`config.mk`:
```
export PLATFORM = sky130hd
export DESIGN_NAME = mem_loader
export DESIGN_NICKNAME = d
export VERILOG_FILES = /design/src/rtl/mem_loader.sv
export SDC_FILE = /design/constraint.sdc
export NUM_CORES = 1
export LEC_CHECK = 0
export CELL_PAD_IN_SITES_DETAIL_PLACEMENT = 0
export CELL_PAD_IN_SITES_GLOBAL_PLACEMENT = 1
export CORE_AREA = 2 2 72 143
export DETAILED_ROUTE_END_ITERATION = 12
export DIE_AREA = 0 0 74 145
export PLACE_DENSITY_LB_ADDON = 0.1
export RECOVER_POWER = 50
export SLEW_MARGIN = 0
export SYNTH_ARGS = -nofsm -noshare
export SYNTH_HDL_FRONTEND = slang
export SYNTH_SLANG_ARGS = --single-unit
```
`constraint.sdc`:
```
create_clock -name clk -period 5.8 [get_ports clk]
set_input_delay 1.16 -clock clk [delete_from_list [all_inputs] [get_ports clk]]
set_output_delay 1.16 -clock clk [all_outputs]
set_load 0.005 [all_outputs]
```
`src/rtl/mem_loader.sv`:
```
// Program loader: takes a length-prefixed byte stream and writes it into RAM
// from base_addr onward while holding the CPU, then pulses reset_cycle/done.
module mem_loader #(
    parameter int ADDR_W = 8
) (
    input  logic              clk,
    input  logic              reset,
    input  logic              start,
    input  logic [ADDR_W-1:0] base_addr,
    input  logic [7:0]        in_data,
    input  logic              in_valid,
    output logic              in_ready,
    output logic [ADDR_W-1:0] mem_addr,
    output logic [7:0]        mem_data,
    output logic              mem_we,
    output logic              cpu_hold,
    output logic              reset_cycle,
    output logic              done,
    output logic              busy,
    output logic [2:0]        state_dbg
);

    // Stream handshake: a byte moves on a cycle where in_valid and in_ready
    // are both 1; in_ready is high only while waiting for a length or data byte.
    typedef enum logic [2:0] {
        IDLE    = 3'd0,
        LEN     = 3'd1,
        DATA    = 3'd2,
        WRITE   = 3'd3,
        RELEASE = 3'd4
    } state_t;

    state_t            state;
    state_t            state_next;
    logic [ADDR_W-1:0] base;
    logic [7:0]        idx;
    logic [7:0]        len;
    logic              xfer;

    always_ff @(posedge clk) begin
        if (reset) begin
            state <= IDLE;
        end else begin
            state <= state_next;
        end
    end

    always_comb begin
        state_next  = state;
        in_ready    = 1'b0;
        mem_we      = 1'b0;
        reset_cycle = 1'b0;
        done        = 1'b0;
        busy        = 1'b1;
        xfer        = 1'b0;
        case (state)
            IDLE: begin
                busy = 1'b0;
                if (start) state_next = LEN;
            end
            LEN: begin
                in_ready = 1'b1;
                xfer     = in_valid;
                if (in_valid) state_next = (in_data == 8'd0) ? RELEASE : DATA;
            end
            DATA: begin
                in_ready = 1'b1;
                xfer     = in_valid;
                if (in_valid) state_next = WRITE;
            end
            WRITE: begin
                mem_we     = 1'b1;
                state_next = ((idx + 8'd1) == len) ? RELEASE : DATA;
            end
            RELEASE: begin
                reset_cycle = 1'b1;
                done        = 1'b1;
                state_next  = IDLE;
            end
            default: state_next = IDLE;
        endcase
    end

    assign cpu_hold  = busy;
    assign state_dbg = state;

    // mem_addr/mem_data double as the byte latch, so they hold outside WRITE.
    always_ff @(posedge clk) begin
        if (reset) begin
            base     <= '0;
            idx      <= 8'd0;
            len      <= 8'd0;
            mem_addr <= '0;
            mem_data <= 8'd0;
        end else begin
            case (state)
                IDLE: begin
                    if (start) begin
                        base <= base_addr;
                        idx  <= 8'd0;
                    end
                end
                LEN: begin
                    if (xfer) len <= in_data;
                end
                DATA: begin
                    if (xfer) begin
                        mem_data <= in_data;
                        mem_addr <= base + ADDR_W'(idx);
                    end
                end
                WRITE: begin
                    idx <= idx + 8'd1;
                end
                default: ;
            endcase
        end
    end

endmodule

```
==> Yosys cells after proc, flatten, opt, wreduce, memory -nomap -nowiden <==
Index checks and enable logic that the tools add are counted.
{ "word_totals": {"elab_cells": 38, "out_inout_bits": 25, "n_memories": 0, "romBits": 0, "ff_bits": 43, "ramBits": 0, "inputBits": 20, "latch_bits": 0} }
{ "classes": {"shifts": 0, "n_div": 0, "order_cmp": 0, "n_reduce_logical": 9, "add_sub_neg": 2, "bitwise": 0, "eq_ne": 8, "n_mul": 0, "muxes": 13} }
{ "op_table": {"columns": ["op", "n"], "rows": [
  ["8-bit case mux with 2 select lines", 1],
  ["3-bit 2-to-1 mux", 5],
  ["3-bit case mux with 4 select lines", 1],
  ["8-bit by 1-bit adder with 8-bit output (second input constant)", 1],
  ["8-bit adder", 1],
  ["8-bit == test", 1],
  ["8-bit zero test", 1],
  ["8-bit 2-to-1 mux", 1],
  ["2-bit AND reduction", 4],
  ["3-bit by 2-bit == test with 1-bit output (second input constant)", 2],
  ["2-bit != test (second input constant)", 3],
  ["1-bit 2-to-1 mux", 5],
  ["3-bit by 1-bit == test with 1-bit output (second input constant)", 1],
  ["3-bit == test (second input constant)", 1],
  ["3-bit zero test", 1],
  ["3-bit AND reduction", 1],
  ["2-bit nonzero test", 1],
  ["2-bit OR reduction", 1]
]} }

==> Longest topological paths before layout <==
{ "logic_depth": {"ltp_word": 4, "ltp_mapped": 8, "ltp_nobuf": 8} }

==> Least setup slack after synthesis <==
OpenSTA, ideal clock, no wires.
{ "synth_path": {"kind": "reg-to-output", "startpoint": "register state[1], in the netlist state_dbg[1]", "endpoint": "output port cpu_hold", "path_slack_ns": 3.566, "arrival_time_ns": 1.074, "required_time_ns": 4.640, "n_path_buf": 2, "path_stages_with_launch": 4, "path_cell_list": "dfxtp_1 > buf_2 > or3_1 > buf_4"} }
{ "synth_between": {"elab_chain_len": 2} }
{ "synth_lines": {"columns": ["element", "line_no", "rtl"], "rows": [
  ["from (decl)", "33", "state_t state;"],
  ["from (signal assigned)", "44", "state <= state_next;"],
  ["3-bit zero test", "56", "case (state)"],
  ["1-bit 2-to-1 mux", "56", null],
  ["to (decl)", "16", "output logic cpu_hold,"]
]} }
Every way passes these cells.

==> results.txt <==
----------------------------------------------------
[Run status]
  Run status ... finished with violations
  Violations in the final reports ... capacitance limit, slew limit

[Global routing]
  Most utilized layer in the global route result ... met2
  GR Util met3 ... 0.0250
  Largest net degree at the start of global routing ... 45
  Remaining Overflow, GRT ... 0
  Met2 Usage GRT ... 0.258
  Antenna violations before repair ... 0
  Wire length of the first global-routing pass ... 11400 µm
  Aggregate global-route resource usage ... 0.143
  Number of global-route vias before repair ... 2151
  Fraction of met1 tracks used by global routing ... 0.143

[Clock tree]
  Total setup buffers inserted after CTS ... 0
  Hold Buf Count CTS ... 0
  Number of resized instances in the post-cts repair step ... 0
  TritonCTS clock tree ... done
  Clock buffers created by TritonCTS ... 5
  Buffers from clock root to sink, at most ... 2
  Cell at the root of the clock tree ... clkbuf_16
  CTS HTree Levels ... 2
  Clock transition at path regs ... 0.06 ns
  Worst-Skew Late Latency ... 0.29 ns
  Total number of clock tree sinks ... 43

[Synth]
  Unique masters post-synth ... 52
  Number of warnings reported in the yosys synthesis log ... 0
  Post-synth top area cell ... dfxtp_1
  Top-area cell type share of the netlist area ... 0.362
  Average footprint of a synthesized cell ... 8.40 µm²
  Sequential share of the synthesized area ... 0.362
  Leading post-synthesis cells by cell area ... dfxtp_1 (36%), nand2_1 (7.9%), a21oi_1 (6.5%), ha_1 (4.2%), nor2_1 (4.1%)
  Fraction of registers with async set or reset after synthesis ... 0
  Count of state elements after synthesis ... 43
  Synthesized area ... 2380 µm²
  Count of flip-flops with a built-in enable after synthesis ... 0
  Cells after synthesis ... 283
  Top FF cell, synth ... dfxtp_1
  Post-synthesis net count ... 312

[Worst setup path]
  Worst path slowest cell ... clkbuf_1
  Setup slack of the worst register-to-register path ... 3.57 ns
  Kind of cell adding the most delay to the critical path ... buffers and inverters
  Worst reg2reg startpoint ... idx[0]
  Sort of element at the end of the critical path ... register
  Highest net fanout along the worst path ... 44
  Critical path buffers and inverters ... 2
  Kind of critical path ... in2reg
  Largest stage delay, worst path ... 1.52 ns
  Kind of launch point of the worst setup path ... primary input
  Count of cells along the worst register-to-register path ... 6
  Endpoint of the lowest-slack register-to-register path ... state_dbg[1]
  Worst path cell trace ... dlygate4sd3_1, clkbuf_1, nor2_1, o311ai_0, a21oi_1
  Arrival @ worst endpoint ... 3.65 ns
  Data required time of the worst path ... 5.95 ns

[Hold path]
  Classification of the worst-slack hold path ... reg2reg
  Launch instance of the worst min-delay path ... mem_addr[3]
  Depth of the worst hold-timing path ... 2
  Hold-critical path endpoint ... mem_addr[3]

[Layout]
  # fillers ... 1055
  Ratio of cells with drive above 1 in the final layout ... 0.0694
  Multi-input gate area ... 1360 µm²
  Post-route insts no fill ... 449
  Area added between synthesis and finish ... 28.6%
  Cell area after layout ... 3060 µm²
  Flip-flop and latch area ... 861 µm²
  Net count of the finished layout ... 345
  Number of diodes ... 0

[Pwr]
  Standby leakage power ... 1.17 nW
  Worst-case vdd ir drop ... 96.0 µV
  Power per cell area ... 254 nW/µm²

[Floorplanning]
  Total die area ... 10700 µm²
  Placement Rows ... 51
  Initial core utilization ... 0.247
  Area of the core ... 9640 µm²
  I/O pins ... 45
  Floorplan die width ... 74 µm
  Die extent in y ... 145 µm

[STA]
  Max transition margin ... -0.420
  Final count of hold timing violations ... 0
  Post-Route Hold Slack ... 0.447 ns
  Period utilization ... 0.604
  FMAX ... 286 MHz
  Setup repair after global routing missed its margin ... no
  Minimum clock period ... 3.50 ns
  Final setup violation count ... 0
  Count of final max-slew check failures ... 45
  Post-Route Setup TNS ... 0 ns
  Tightest Pin Transition ... 2.13 ns
  Worst clock skew ... 0.00325 ns

[Detailed routing]
  DRT Wirelength ... 7180 µm
  Vias ... 2065
  Number of detailed-routing iterations run before antenna repair ... 4
  Iteration-0 DRC count of the detailed router ... 66
  DR WL/cell ... 16.0 µm
  Vias per std cell ... 4.60
  Remaining DRCs ... 0
  Antenna Nets Post-Route ... 0

[Place]
  GPL Wtd Cong ... 0.740
  DP HPWL ... 5470 µm
  Number of input and output port buffers inserted ... 44
  Total placed instance area ... 2870 µm²
  Placed insts ... 441

[Flow run]
  Number of violations of the max-capacitance limit ... 1

----------------------------------------------------
-- power breakdown --
part           internal [mW]  switching, mW
sequential             0.306         0.0133
combinational         0.0446         0.0464
clock                  0.247          0.118
-- logic make-up (layout without fill, tap and decap cells) --
| logic type | after synthesis | count (layout) | share of synthesized area |
|---|---|---|---|
| AO/OA/AOI/OAI | 63 | 63 | 0.181 |
| XOR/XNOR | 12 | 12 | 0.0442 |
| adder cells (fa/ha/maj) | 9 | 9 | 0.0506 |
| buffers and inverters | 28 | 62 | 0.0658 |
| flip-flops | 43 | 43 | 0.362 |
| multiplexers | 9 | 9 | 0.0379 |
| AND/OR/NAND/NOR | 119 | 119 | 0.259 |
-- worst max path at each step --
stage | cells past startpoint | slack (ns) | startpoint | endpoint
global route | 5 | 2.05 | reset | state_dbg[0]
finish | 5 | 2.30 | reset | state_dbg[0]
CTS | 3 | 2.48 | state_dbg[1] | mem_we
detailed placement | 4 | 2.68 | in_valid | mem_addr[7]
global placement | 4 | 2.71 | in_valid | mem_addr[7]
floorplan | 3 | 3.57 | state_dbg[1] | cpu_hold
-- worst min-delay path: stages, from the launching register on --
cell and delay (ns):
dfxtp_1 0.31, nand2_1 0.05, a21oi_1 0.05
-- cell usage after synthesis (2+ instances only) --
cell	number
o21ai_0	4
o21a_1	4
a211o_1	2
nand4_1	2
xnor2_1	8
nor3b_1	2
nor3_1	6
dfxtp_1	43
nor4_1	7
or4b_1	2
nor2b_1	3
a21o_1	2
buf_4	4
buf_2	5
and3_1	2
mux2i_1	9
inv_1	8
buf_6	4
nor2_1	26
nand3_2	2
a31oi_1	3
nor2_2	2
xor2_1	4
nand3_1	3
clkbuf_1	7
or3_1	2
o21ai_1	3
a21oi_1	31
nand2_1	50
ha_1	8
nand3b_1	4
-- metrics by stage --
step	setup WS [ns]	util	total power, mW
after floorplan	3.57	-	0.377
after global placement	2.71	0.298	0.420
after detailed placement	2.68	0.298	0.420
after CTS	2.48	0.317	0.792
after global routing	2.05	0.317	0.808
final	2.30	0.317	0.775
-- layout by cell type (no fill, tap or decap), types with 2 or more instances in the layout --
cell,Yosys,final
nand3b_1,4,4
a31oi_1,3,3
xnor2_1,8,8
a21o_1,2,2
clkbuf_16,0,5
xor2_1,4,4
ha_1,8,8
a211o_1,2,2
nor2b_1,3,3
nor3_1,6,6
or3_1,2,2
o21ai_0,4,4
nor2_1,26,26
bufinv_16,0,2
nand2_1,50,50
and3_1,2,2
dlygate4sd3_1,0,17
a21oi_1,31,31
nand3_2,2,2
nor4_1,7,7
nor2_2,2,2
clkdlybuf4s50_1,0,27
nand4_1,2,2
inv_1,8,8
o21ai_1,3,3
nor3b_1,2,2
mux2i_1,9,9
nand3_1,3,3
o21a_1,4,4
dfxtp_1,43,43
clkbuf_1,7,2
or4b_1,2,2
-- layout make-up --
cell class	instances	share of cell area
Clock inverter	2	0.0197
Inverter	8	0.00983
Clock buffer	6	0.0422
Tap cell	132	0.0541
Sequential cell	43	0.282
Multi-Input combinational cell	212	0.445
Timing Repair Buffer	46	0.148
-- state kept, by name, summed over array words and instances (netlist names) --
register / count
state_dbg: 3
mem_addr: 8
idx: 8
len: 8
mem_data: 8
base: 8
-- layer usage --
metal  up-vias  part of all wire
li1       1055                 -
met1       960              0.36
met2        33              0.56
met3        17             0.023
met4         0             0.056
met5         -                 0
No activity file was read; power rests on OpenSTA's default activity.
